==> src/rtl/frame_generator_impl.sv <==
// AXIS Ethernet-style test frame generator: header, sequence number and counting payload.
// Define FRAME_GEN_TIMESTAMP_EN to carry a 64-bit cycle timestamp in bytes 18-25.
module frame_generator_impl #(
  parameter int unsigned DATA_WIDTH = 512,
  parameter int unsigned ID_WIDTH   = 3
) (
  input  logic                    clk,
  input  logic                    rst_n,
  output logic                    ready,
  input  logic                    start,
  input  logic                    stop,
  input  logic [10:0]             cfg_len,
  input  logic [31:0]             cfg_count,
  input  logic [15:0]             cfg_gap,
  input  logic [47:0]             cfg_dst_mac,
  input  logic [47:0]             cfg_src_mac,
  input  logic [ID_WIDTH-1:0]     cfg_id,
  output logic [31:0]             frames_sent,
  output logic [47:0]             bytes_sent,
  output logic [DATA_WIDTH-1:0]   axis_m_data,
  output logic [DATA_WIDTH/8-1:0] axis_m_keep,
  output logic                    axis_m_last,
  output logic [DATA_WIDTH/8-1:0] axis_m_user,
  output logic [ID_WIDTH-1:0]     axis_m_id,
  output logic                    axis_m_valid,
  input  logic                    axis_m_ready
);

  localparam int unsigned Bytes = DATA_WIDTH / 8;

  typedef enum logic [1:0] {StIdle, StSend, StGap} state_e;

  state_e              state_q, state_d;
  logic [10:0]         len_q;
  logic [31:0]         count_q;
  logic [15:0]         gap_q, gap_cnt_q;
  logic [47:0]         dst_q, src_q;
  logic [ID_WIDTH-1:0] id_q;
  logic [15:0]         base_q;
  logic [31:0]         seq_q, frames_q;
  logic [47:0]         bytes_q;
  logic                stop_q;
`ifdef FRAME_GEN_TIMESTAMP_EN
  logic [63:0]         ts_cnt_q, ts_q;
`endif

  logic        send, beat_fire, last_beat, frame_done, frame_begin, count_hit, start_fire;
  logic [10:0] len_clamped;

  assign send        = (state_q == StSend);
  assign last_beat   = (32'(base_q) + Bytes) >= 32'(len_q);
  assign beat_fire   = send && axis_m_ready;
  assign frame_done  = beat_fire && last_beat;
  assign count_hit   = (count_q != 32'd0) && (frames_q + 32'd1 == count_q);
  assign start_fire  = (state_q == StIdle) && start;
  assign len_clamped = (cfg_len < 11'd60) ? 11'd60 : (cfg_len > 11'd1514) ? 11'd1514 : cfg_len;

  always_ff @(posedge clk or negedge rst_n) begin
    if (!rst_n) state_q <= StIdle;
    else        state_q <= state_d;
  end

  always_comb begin
    state_d     = state_q;
    frame_begin = 1'b0;
    case (state_q)
      StIdle: begin
        if (start) begin
          state_d     = StSend;
          frame_begin = 1'b1;
        end
      end
      StSend: begin
        // A stop arriving with the last handshake still ends the run here.
        if (frame_done) begin
          if (stop_q || stop || count_hit) state_d = StIdle;
          else if (gap_q != 16'd0)         state_d = StGap;
          else                             frame_begin = 1'b1;
        end
      end
      StGap: begin
        if (stop_q || stop) begin
          state_d = StIdle;
        end else if (gap_cnt_q <= 16'd1) begin
          state_d     = StSend;
          frame_begin = 1'b1;
        end
      end
      default: state_d = StIdle;
    endcase
  end

  always_ff @(posedge clk or negedge rst_n) begin
    if (!rst_n) begin
      len_q     <= 11'd60;
      count_q   <= '0;
      gap_q     <= '0;
      gap_cnt_q <= '0;
      dst_q     <= '0;
      src_q     <= '0;
      id_q      <= '0;
      base_q    <= '0;
      seq_q     <= '0;
      frames_q  <= '0;
      bytes_q   <= '0;
      stop_q    <= 1'b0;
    end else begin
      if (start_fire) begin
        len_q    <= len_clamped;
        count_q  <= cfg_count;
        gap_q    <= cfg_gap;
        dst_q    <= cfg_dst_mac;
        src_q    <= cfg_src_mac;
        id_q     <= cfg_id;
        seq_q    <= '0;
        frames_q <= '0;
        bytes_q  <= '0;
        stop_q   <= 1'b0;
      end else begin
        if (stop && state_q != StIdle) stop_q <= 1'b1;
        if (frame_done) begin
          frames_q <= frames_q + 32'd1;
          bytes_q  <= bytes_q + 48'(len_q);
          seq_q    <= seq_q + 32'd1;
        end
      end
      if (frame_done)            gap_cnt_q <= gap_q;
      else if (state_q == StGap) gap_cnt_q <= gap_cnt_q - 16'd1;
      if (frame_begin)           base_q <= '0;
      else if (beat_fire)        base_q <= base_q + 16'(Bytes);
    end
  end

`ifdef FRAME_GEN_TIMESTAMP_EN
  // Captured as the first beat is presented so the beat stays stable under backpressure.
  always_ff @(posedge clk or negedge rst_n) begin
    if (!rst_n) begin
      ts_cnt_q <= '0;
      ts_q     <= '0;
    end else begin
      ts_cnt_q <= ts_cnt_q + 64'd1;
      if (frame_begin) ts_q <= ts_cnt_q;
    end
  end
`endif

  function automatic logic [7:0] frame_byte(input logic [15:0] idx);
    int k;
    logic [7:0] b;
    k = int'(idx);
    b = idx[7:0];
    if (k < 6)        b = 8'(dst_q >> (8 * (5 - k)));
    else if (k < 12)  b = 8'(src_q >> (8 * (11 - k)));
    else if (k == 12) b = 8'h88;
    else if (k == 13) b = 8'hB5;
    else if (k < 18)  b = 8'(seq_q >> (8 * (17 - k)));
`ifdef FRAME_GEN_TIMESTAMP_EN
    else if (k < 26)  b = 8'(ts_q >> (8 * (25 - k)));
`endif
    return b;
  endfunction

  always_comb begin
    axis_m_data = '0;
    axis_m_keep = '0;
    for (int unsigned i = 0; i < Bytes; i++) begin
      logic [15:0] idx;
      idx = base_q + 16'(i);
      if (send && idx < 16'(len_q)) begin
        axis_m_keep[i]       = 1'b1;
        axis_m_data[8*i +: 8] = frame_byte(idx);
      end
    end
  end

  assign ready        = (state_q == StIdle);
  assign axis_m_valid = send;
  assign axis_m_last  = send && last_beat;
  assign axis_m_user  = '0;
  assign axis_m_id    = send ? id_q : '0;
  assign frames_sent  = frames_q;
  assign bytes_sent   = bytes_q;

endmodule
==> config.mk <==
export PLATFORM = sky130hd
export DESIGN_NAME = frame_generator_impl
export DESIGN_NICKNAME = d
export VERILOG_FILES = /design/src/rtl/frame_generator_impl.sv
export SDC_FILE = /design/constraint.sdc
export NUM_CORES = 1
export LEC_CHECK = 0
export ABC_AREA = 1
export BUFFER_PORTS_ARGS = -buffer_cell sky130_fd_sc_hd__buf_2
export CORE_AREA = 8 8 337 339
export CTS_CLUSTER_SIZE = 10
export DETAILED_ROUTE_END_ITERATION = 16
export DIE_AREA = 0 0 345 347
export SYNTH_ARGS = -nofsm -noshare
export SYNTH_HDL_FRONTEND = slang
export SYNTH_SLANG_ARGS = --single-unit
==> constraint.sdc <==
create_clock -name clk -period 4.4 [get_ports clk]
set_input_delay 0.88 -clock clk [delete_from_list [all_inputs] [get_ports clk]]
set_output_delay 0.88 -clock clk [all_outputs]
set_load 0.01 [all_outputs]
[Word level (Yosys, flattened, before mapping)]
Cells that the tools add are included.
Cells by class
  $add $sub $neg: 261
  $lt $le $gt $ge: 260
  equal/unequal tests: 135
  shift-type cells: 192
  mux-type cells: 477
  reduce and logical (&&, ||, !) cells: 81
Operator list (count)
  $shr A48 B32 Y8: 128
  $mux W8: 384
  $eq A16 B5 Y1 const B: 128
  $shr A32 B32 Y8: 64
  $sub A3 B16 Y17 const A: 64
  $sub A4 B16 Y17 const A: 64
  $sub A5 B16 Y17 const A: 64
  $lt A16 B11 Y1: 64
  $lt A16 B3 Y1 const B: 64
  $lt A16 B4 Y1 const B: 64
  $lt A16 B5 Y1 const B: 64
  $add A16 B6 Y16 const B: 32
  $add A16 B5 Y16 const B: 16
  $add A16 B4 Y16 const B: 8
  $mux W32: 4
  $mux W48: 2
  $mux W1: 72
  $logic_and A1 B1 Y1: 70
  $add A16 B3 Y16 const B: 4
  $add A32 B1 Y32 const B: 2
  $mux W16: 4
  $add A48 B11 Y48: 1
  $add A16 B2 Y16 const B: 2
  $eq A32 B32 Y1: 1
  other kinds (24): 36
Word-level totals
  bits in registers: 305
  input bits: 163
  output and inout port bits: 726
  logic and storage cells: 1419

[Longest topological paths before layout]
Gate-level depths: netlist (run 1).
  word-level depth: 9
  depth in mapped cells: 18
  depth with buffers taken out: 18

[Worst setup path after synthesis (run 1)]
OpenSTA, ideal clock, no wires.
  kind: register to output
  from: reg base_q[6]
  to: out axis_m_data[468]
  arrival: 2993 ps
  required time: 3520 ps
  slack: 527 ps
  cell stages (with the launch flop): 18
  buffers on the path: 3
  cell sequence: dfrtp_1 > buf_4 > inv_1 > clkbuf_1 > ha_1 > nor2_1 > inv_1 > nor3_1 > inv_1 > nand2_1 > nor2_1 > inv_1 > nor2_1 > o21ai_0 > nand2_1 > nand2_1 > inv_1 > buf_4
On the way
  longest elaborated chain between the ends: 9
  elaborated cells between the ends (all ways): 20
  those cells by class: 4 x add/sub; 4 x order compare; 2 x eq/ne; 3 x shift; 6 x mux; 1 x reduce/logical
RTL lines
  from (decl): line 39  | logic [15:0] base_q;
  from (signal assigned): line 130  | else if (beat_fire) base_q <= base_q + 16'(Bytes);
  $add A16 B6 Y16 *: line 168  | idx = base_q + 16'(i);
  $sub A5 B16 Y17: line 156  | else if (k < 18) b = 8'(seq_q >> (8 * (17 - k)));
  $shr A32 B32 Y8: line 156
  $mux W8: line 156
  $mux W8: line 155  | else if (k == 13) b = 8'hB5;
  $mux W8: line 154  | else if (k == 12) b = 8'h88;
  $mux W8: line 153  | else if (k < 12) b = 8'(src_q >> (8 * (11 - k)));
  $mux W8: line 152  | if (k < 6) b = 8'(dst_q >> (8 * (5 - k)));
  $mux W8 *: line 169  | if (send && idx < 16'(len_q)) begin
  to (decl): line 20  | output logic [DATA_WIDTH-1:0] axis_m_data,
Mark *: on every way between the ends. The rest lies on a longest branch, timed or not.

[Worst setup path after layout (run 1)]
  from: reg len_q[10]
  to: out axis_m_data[83]
On the way
  longest elaborated chain between the ends: 3
RTL lines
  from (decl): line 34  | logic [10:0] len_q;
  from (signal assigned): line 109  | len_q <= len_clamped;
  $lt A16 B11 Y1: line 169
  $logic_and A1 B1 Y1: line 169
  $mux W8: line 169
Every way passes these cells.

==> impl_metrics.py, run 1 <==
metrics = {
    "timing": {
        "final_period_minus_worst_setup_slack_ns": 4.29,
        "timing.final.max_slew_violations": 0,
        "worst_slew_pin_slew_ns": 1.14,
        "report.final.hold_viol_count": 0,
        "report.final.setup_viol": 0,
        "timing.fmax_mhz": 233,
        "post_route_clock_period_utilization_pct": 97.5,
        "worst_clock_skew_ns": 0.0277,
        "worst_slew_margin_relative_to_its_limit_pct": 23.4,
        "worst_slack_ns": 0.111,
        "rsz0062_at_grt": "yes",
    },
    "cts": {
        "clock_tree.buffer_depth": 3,
        "clock_sink_count": 299,
        "cts_buffers": 42,
        "cts-root-buf": "sky130_fd_sc_hd__clkbuf_16",
        "worst_skew_pair.late_latency_ns": 0.61,
        "htreeDepth": 2,
        "clkSlewWorstSetupHoldPaths_ns": 0.06,
        "clock_tree_from_tritoncts": "built",
    },
    "setup_path": {
        "crit_path_max_fanout": 7,
        "crit_required_ns": 3.52,
        "crit_chain": "inv_2, ha_1, nand2_2, inv_4, nand2_2, nor2_1, inv_1, nand2_4, inv_4, o21ai_2, buf_6, buf_4, o21ai_4, nand2_1, a21oi_1, buf_2",
        "critical_path.endpoint_type": "primary output",
        "timing_worst_setup_path_type": "reg -> out",
        "rr_startpoint": "base_q[6]$_DFFE_PN0P_",
        "max_stage_delay_ns": 0.40,
        "worst_r2r_endpoint": "seq_q[9]$_DFFE_PN0P_",
        "worst-r2r-cell-count": 15,
        "startpoint_class": "flip-flop",
        "worst_ep_arrival_time_ns": 3.41,
        "rrSetupSlack_ns": 0.96,
        "crit_path_slowest_cell": "sky130_fd_sc_hd__dfrtp_1",
    },
    "detailed_routing": {
        "detail_route.iter0.violations": 2025,
        "route.detailed.drc": 0,
        "detail_route.wl_per_cell_microns": 21.0,
        "detail-route-antenna-nets": 0,
        "drt_pre_antenna_iters": 6,
        "dr_total_vias": 24700,
        "routed_via_density": 4.50,
        "wirelength_microns": 115000,
    },
    "synthesis": {
        "ys.flop_type": "sky130_fd_sc_hd__dfrtp_1",
        "ys.warnings.count": 0,
        "synth-seq-cells": 299,
        "synth_seq_area_share_pct": 33.5,
        "synth_commonest_cells": "sky130_fd_sc_hd__nand2_1, sky130_fd_sc_hd__nor2_1, sky130_fd_sc_hd__inv_1, sky130_fd_sc_hd__dfrtp_1, sky130_fd_sc_hd__buf_4",
        "ys_top_cells_by_area": "sky130_fd_sc_hd__dfrtp_1, sky130_fd_sc_hd__nand2_1, sky130_fd_sc_hd__buf_4",
        "netlist.area_leader.share_pct": 33.0,
        "asyncSetResetFlopFracSynth_pct": 100,
        "synth.largest_area_cell": "sky130_fd_sc_hd__dfrtp_1",
        "post_synth_num_cell_types": 59,
        "mean_cell_area_of_the_mapped_netlist_sq_um": 6.58,
        "synth.cell_area_sq_um": 22300,
        "number_of_enable_type_register_cells_in_the_synthesized_netlist": 0,
        "syn-instance-count": 3394,
        "synthMostInstantiatedCell": "sky130_fd_sc_hd__nand2_1",
    },
    "final_layout": {
        "synthToLayoutAreaGrowth_pct": 27.2,
        "end_of_flow_core_utilization_pct": 26.3,
        "layout-drive-gt1-share_pct": 24.4,
        "nNetsFinal": 4244,
    },
    "floorplan": {
        "design.portCount": 889,
        "die_area_sq_um": 120000,
        "die-width_microns": 345,
        "chipHeight_microns": 347,
        "core_area_sq_um": 108000,
        "initial_core_util_pct": 20.7,
        "std_cell_rows": 121,
    },
    "power": {
        "vdd.ir_drop.worst_mv": 0.355,
        "leakage_nw": 15.2,
        "power-per-cell-area_nw_per_um2": 634,
    },
    "placement": {
        "pre_cts_slack_ns": 0.255,
        "dp_hpwl_microns": 93900,
        "port_buffers": 700,
        "globalplace.congestion": 0.951,
    },
    "status": {
        "outcome": "finished clean",
    },
    "global_routing": {
        "groute.layer.met2.usage_pct": 28.8,
        "global_route.overflow_total": 0,
        "grt.busiest_layer": "met2",
        "antenna_violations_before_repair": 21,
        "pin_count_of_the_biggest_net_entering_global_routing": 114,
        "grt_use_met1_pct": 23.9,
        "number_of_global_route_vias_before_repair": 24300,
        "grt_first_pass_wirelength_microns": 166000,
        "grt_use_met3_pct": 4.99,
        "grt.total_usage_pct": 18.1,
    },
    "job": {
        "cap_violations": 0,
    },
    "hold_path": {
        "hold_path.class": "in -> async",
    },
}
-- layout by cell type (no fill, tap or decap), types with 5 or more instances in the layout --
cell,count
sky130_fd_sc_hd__buf_4,75
sky130_fd_sc_hd__a21oi_2,14
sky130_fd_sc_hd__nor2_4,15
sky130_fd_sc_hd__a21oi_1,136
sky130_fd_sc_hd__a31oi_1,6
sky130_fd_sc_hd__clkbuf_1,10
sky130_fd_sc_hd__clkinvlp_4,8
sky130_fd_sc_hd__clkbuf_16,42
sky130_fd_sc_hd__nor3b_1,6
sky130_fd_sc_hd__o22ai_1,17
sky130_fd_sc_hd__diode_2,7
sky130_fd_sc_hd__nand3_1,171
sky130_fd_sc_hd__nor3_1,76
sky130_fd_sc_hd__and3_1,5
sky130_fd_sc_hd__ha_1,42
sky130_fd_sc_hd__buf_2,698
sky130_fd_sc_hd__o211ai_1,10
sky130_fd_sc_hd__nor4_1,13
sky130_fd_sc_hd__nand2_2,28
sky130_fd_sc_hd__o31ai_1,11
sky130_fd_sc_hd__xnor2_1,11
sky130_fd_sc_hd__conb_1,188
sky130_fd_sc_hd__nor3_2,9
sky130_fd_sc_hd__inv_1,363
sky130_fd_sc_hd__clkbuf_8,8
sky130_fd_sc_hd__dfrtp_1,295
sky130_fd_sc_hd__buf_12,10
sky130_fd_sc_hd__nor2_1,396
sky130_fd_sc_hd__o21ai_0,189
sky130_fd_sc_hd__nand2_1,989
sky130_fd_sc_hd__xor2_1,43
sky130_fd_sc_hd__nand3b_1,12
sky130_fd_sc_hd__inv_2,19
sky130_fd_sc_hd__nor2_2,13
sky130_fd_sc_hd__nand4_1,52
-- sequential cells by signal, summed over array words and instances (netlist names) --
register	cells
gap_q	16
frames_sent	32
seq_q	32
state_q	2
dst_q	48
src_q	48
count_q	32
stop_q	1
len_q	11
gap_cnt_q	16
id_q	3
base_q	10
bytes_sent	48
-- worst max path at each step --
stage                                startpoint  cells after the start               end  slack [ns]
final                     len_q[10]$_DFFE_PN0P_                     16   axis_m_data[83]        0.11
after global routing      base_q[9]$_DFFE_PN0P_                      9    axis_m_data[1]       -0.06
after CTS                 len_q[10]$_DFFE_PN0P_                     14   axis_m_data[94]       -0.05
after detailed placement   len_q[6]$_DFFE_PN0P_                     13   axis_m_data[94]        0.26
after global placement     len_q[6]$_DFFE_PN0P_                     13   axis_m_data[94]        0.24
after floorplan           base_q[6]$_DFFE_PN0P_                     17  axis_m_data[468]        0.53
-- logic make-up (layout without fill, tap and decap cells) --
family | count (synthesis) | after routing | share of synthesized area (%)
compound gates | 417 | 417 | 10.3
xor+xnor | 56 | 56 | 2.32
fa+ha+maj | 44 | 44 | 2.50
buf+inv | 771 | 1256 | 17.5
flops | 299 | 299 | 33.5
other cells | 1 | 195 | 0.0168
simple gates | 1806 | 1806 | 33.8
-- worst max-delay path, delay by kind of cell (launching register included) --
family / cells / cell delay (ns)
adder cells (fa/ha/maj): 1 / 0.32
AND/OR/NAND/NOR: 5 / 0.68
AO/OA/AOI/OAI: 3 / 0.53
flip-flops: 1 / 0.40
buffers and inverters: 7 / 0.86
-- per-stage QoR --
| stage | cell area, sq um | instances | hold slack, ns | power (W) | TNS (ns) |
|---|---|---|---|---|---|
| finish | 28400 | 5487 | 0.261 | 0.0180 | 0 |
| global route | 28400 | 5480 | 0.273 | 0.0193 | -0.407 |
| CTS | 28100 | 5467 | 0.236 | 0.0178 | -0.106 |
| detailed placement | 26600 | 5391 | 0.465 | 0.0142 | 0 |
| global placement | 26600 | 5391 | 0.462 | 0.0141 | 0 |
| floorplan | 23000 | 3581 | 0.441 | 0.0102 | 0 |
-- final cells by class --
class	instances	area, sq um
Antenna cell	7	17.5
Clock buffer	60	1200
Clock inverter	13	174
Fill cell	12100	79700
Inverter	395	1510
Multi-Input combinational cell	2511	12000
Sequential cell	299	7490
Tap cell	1414	1770
Timing Repair Buffer	786	4290
Timing Repair inverter	2	15.0
-- routing by layer --
layer	up-vias	part of all wire, %
li1	11600	-
met1	11800	44
met2	1092	45
met3	163	8.0
met4	4	3.2
met5	-	0.024
-- report_power, final --
| group | internal, W | total [W] | switching, W | leakage, nW |
|---|---|---|---|---|
| Sequential | 0.00371 | 0.00464 | 0.000939 | 3.86 |
| Clock | 0.00203 | 0.00346 | 0.00143 | 0.662 |
| Combinational | 0.00298 | 0.00991 | 0.00693 | 10.7 |
-- what timing repair did --
item	in CTS	in global routing
setup buffers	3	11
cloned	0	2
setup endpoints to repair	70	269
hold buffers	0	0
gates resized for setup	24	71
pin swaps	0	4
(Power assumes the default switching activity.)
==> run 2, diff against run 1 <==
==> constraint.sdc (replaced) <==
create_clock -name clk -period 5 [get_ports clk]
set_input_delay 1 -clock clk [delete_from_list [all_inputs] [get_ports clk]]
set_output_delay 1 -clock clk [all_outputs]
set_load 0.01 [all_outputs]
==> run 2 against run 1 <==
Net effect:
- utilization fell by 0.64 points
- global-route usage rose by 0.20 points
- via count fell by 0.89%
- design area fell by 2.4%
- worst setup slack improved by 0.034 ns
- largest cell class unchanged
- critical path depth fell by 5
- non-clock buffer count fell by 40
- flip-flop and latch count did not move
- clock skew rose by 0.0080 ns
==> impl_metrics.py, run 2 (same netlist as run 1, synthesis figures left out) <==
metrics = {
    "detailed_routing": {
        "detail_route.iter0.violations": 2014,
        "detail-route-antenna-nets": 0,
        "dr_total_vias": 24400,
        "drt_pre_antenna_iters": 7,
        "detail_route.wl_per_cell_microns": 21.2,
        "route.detailed.drc": 0,
        "routed_via_density": 4.49,
        "wirelength_microns": 115000,
    },
    "cts": {
        "clock_tree.buffer_depth": 3,
        "clock_sink_count": 299,
        "cts-root-buf": "sky130_fd_sc_hd__clkbuf_16",
        "htreeDepth": 2,
        "cts_buffers": 43,
        "clock_tree_from_tritoncts": "built",
        "clkSlewWorstSetupHoldPaths_ns": 0.06,
        "worst_skew_pair.late_latency_ns": 0.61,
    },
    "setup_path": {
        "critical_path.endpoint_type": "primary output",
        "crit_path_max_fanout": 9,
        "timing_worst_setup_path_type": "reg -> out",
        "startpoint_class": "flip-flop",
        "worst-r2r-cell-count": 16,
        "max_stage_delay_ns": 0.56,
        "crit_required_ns": 4.00,
        "crit_path_slowest_cell": "sky130_fd_sc_hd__a21oi_1",
        "crit_chain": "inv_2, ha_1, nor2_1, inv_1, nor3_1, inv_1, o21ai_0, a21oi_4, a21oi_1, nor2_1, buf_2",
        "worst_ep_arrival_time_ns": 3.86,
    },
    "power": {
        "vdd.ir_drop.worst_mv": 0.280,
        "power-per-cell-area_nw_per_um2": 556,
        "leakage_nw": 15.0,
    },
    "timing": {
        "worst_slew_margin_relative_to_its_limit_pct": 24.3,
        "worst_clock_skew_ns": 0.0358,
        "timing.fmax_mhz": 206,
        "timing.final.max_slew_violations": 0,
        "report.final.hold_viol_count": 0,
        "post_route_clock_period_utilization_pct": 97.1,
        "worst_slew_pin_slew_ns": 1.14,
        "worst_slack_ns": 0.145,
        "report.final.setup_viol": 0,
        "rsz0062_at_grt": "yes",
        "final_period_minus_worst_setup_slack_ns": 4.86,
    },
    "final_layout": {
        "leading_cell_types_in_the_layout_fill_and_taps_excluded": "sky130_fd_sc_hd__nand2_1, sky130_fd_sc_hd__buf_2, sky130_fd_sc_hd__nor2_1",
        "end_of_flow_core_utilization_pct": 25.7,
        "nNetsFinal": 4203,
        "mostFrequentLayoutCell": "sky130_fd_sc_hd__nand2_1",
        "synthToLayoutAreaGrowth_pct": 24.1,
        "layout-drive-gt1-share_pct": 22.2,
    },
    "global_routing": {
        "grt_first_pass_wirelength_microns": 168000,
        "number_of_global_route_vias_before_repair": 24200,
        "antenna_violations_before_repair": 23,
        "pin_count_of_the_biggest_net_entering_global_routing": 110,
        "grt.total_usage_pct": 18.3,
        "global_route.overflow_total": 0,
    },
    "floorplan": {
        "die-width_microns": 345,
        "die_area_sq_um": 120000,
        "chipHeight_microns": 347,
        "initial_core_util_pct": 20.7,
        "std_cell_rows": 121,
        "core_area_sq_um": 108000,
        "design.portCount": 889,
    },
    "placement": {
        "dp_hpwl_microns": 94300,
        "pre_cts_slack_ns": 0.00400,
        "globalplace.congestion": 0.941,
        "port_buffers": 700,
    },
    "hold_path": {
        "hold_path.class": "reg -> reg",
        "holdPathStages": 2,
    },
    "status": {
        "outcome": "finished clean",
    },
    "job": {
        "cap_violations": 0,
    },
}
run 2: cell count changes in the layout (fill, tap and decap cells not counted), moves of 9 or more:
cell	before	now
sky130_fd_sc_hd__nand2_2	28	7
sky130_fd_sc_hd__buf_4	75	43
sky130_fd_sc_hd__inv_1	363	372
sky130_fd_sc_hd__a21oi_2	14	5
sky130_fd_sc_hd__nand2_1	989	1011
run 2: area by class of cell:
| type | instances | area (sq um) |
|---|---|---|
| clock inverters | 16 | 169 |
| multi-input cells | 2511 | 11700 |
| diodes | 11 | 27.5 |
| inverters | 395 | 1490 |
| fillers | 12200 | 80400 |
| clock buffers | 54 | 1170 |
| flip-flops and latches | 299 | 7490 |
| repair buffers | 746 | 3910 |
| well taps | 1414 | 1770 |
run 2: metal layers:
metal	track usage [%]	vias to the layer above	share of wire (%)
li1	-	11500	-
met1	24.2	11700	44
met2	29.1	1006	45
met3	4.86	151	7.6
met4	5.47	6	3.3
met5	0	-	0.035
run 2: path summary, 6_finish.rpt:
kind / slack (ns) / endpoint / from
setup / recovery: 0.14 / axis_m_data[203] / base_q[6]$_DFFE_PN0P_
hold / removal: 0.47 / dst_q[21]$_DFFE_PN0P_ / dst_q[21]$_DFFE_PN0P_
setup reg to reg: 1.14 / seq_q[10]$_DFFE_PN0P_ / base_q[6]$_DFFE_PN0P_
hold reg to reg: 0.47 / dst_q[21]$_DFFE_PN0P_ / dst_q[21]$_DFFE_PN0P_
max in group asynchronous: 3.41 / len_q[2]$_DFFE_PN1P_ / rst_n
min in group asynchronous: 0.51 / dst_q[45]$_DFFE_PN0P_ / rst_n
run 2: power by group:
group | total, W | leakage, nW | switching (W) | internal (W)
combinational | 0.00831 | 10.5 | 0.00590 | 0.00241
clock | 0.00299 | 0.655 | 0.00124 | 0.00175
sequential | 0.00412 | 3.86 | 0.000857 | 0.00326
run 2: repair_timing:
| action | 4_1_cts | 5_1_grt |
|---|---|---|
| hold buffers | 0 | 0 |
| pin swaps | 2 | 2 |
| cloned | 0 | 0 |
| endpoints found under the setup margin | 4 | 43 |
| setup buffers | 2 | 0 |
| gates resized for setup | 6 | 9 |
run 2: critical path: cells and delay by family (launching register included):
family	cells	cell delay, ns
compound gates	3	1.07
simple gates	3	0.79
buf+inv	4	0.67
flops	1	0.40
fa+ha+maj	1	0.30
run 2: metrics by stage:
| step | cells | cell area (sq um) | total power [W] | TNS [ns] | hold WS [ns] |
|---|---|---|---|---|---|
| global route | 5438 | 27700 | 0.0165 | -0.0739 | 0.493 |
| detailed placement | 5363 | 26300 | 0.0124 | 0 | 0.462 |
| floorplan | 3581 | 23000 | 0.00895 | 0 | 0.441 |
| CTS | 5435 | 27700 | 0.0155 | 0 | 0.476 |
| finish | 5446 | 27700 | 0.0154 | 0 | 0.474 |
| global placement | 5363 | 26300 | 0.0124 | -0.0212 | 0.461 |
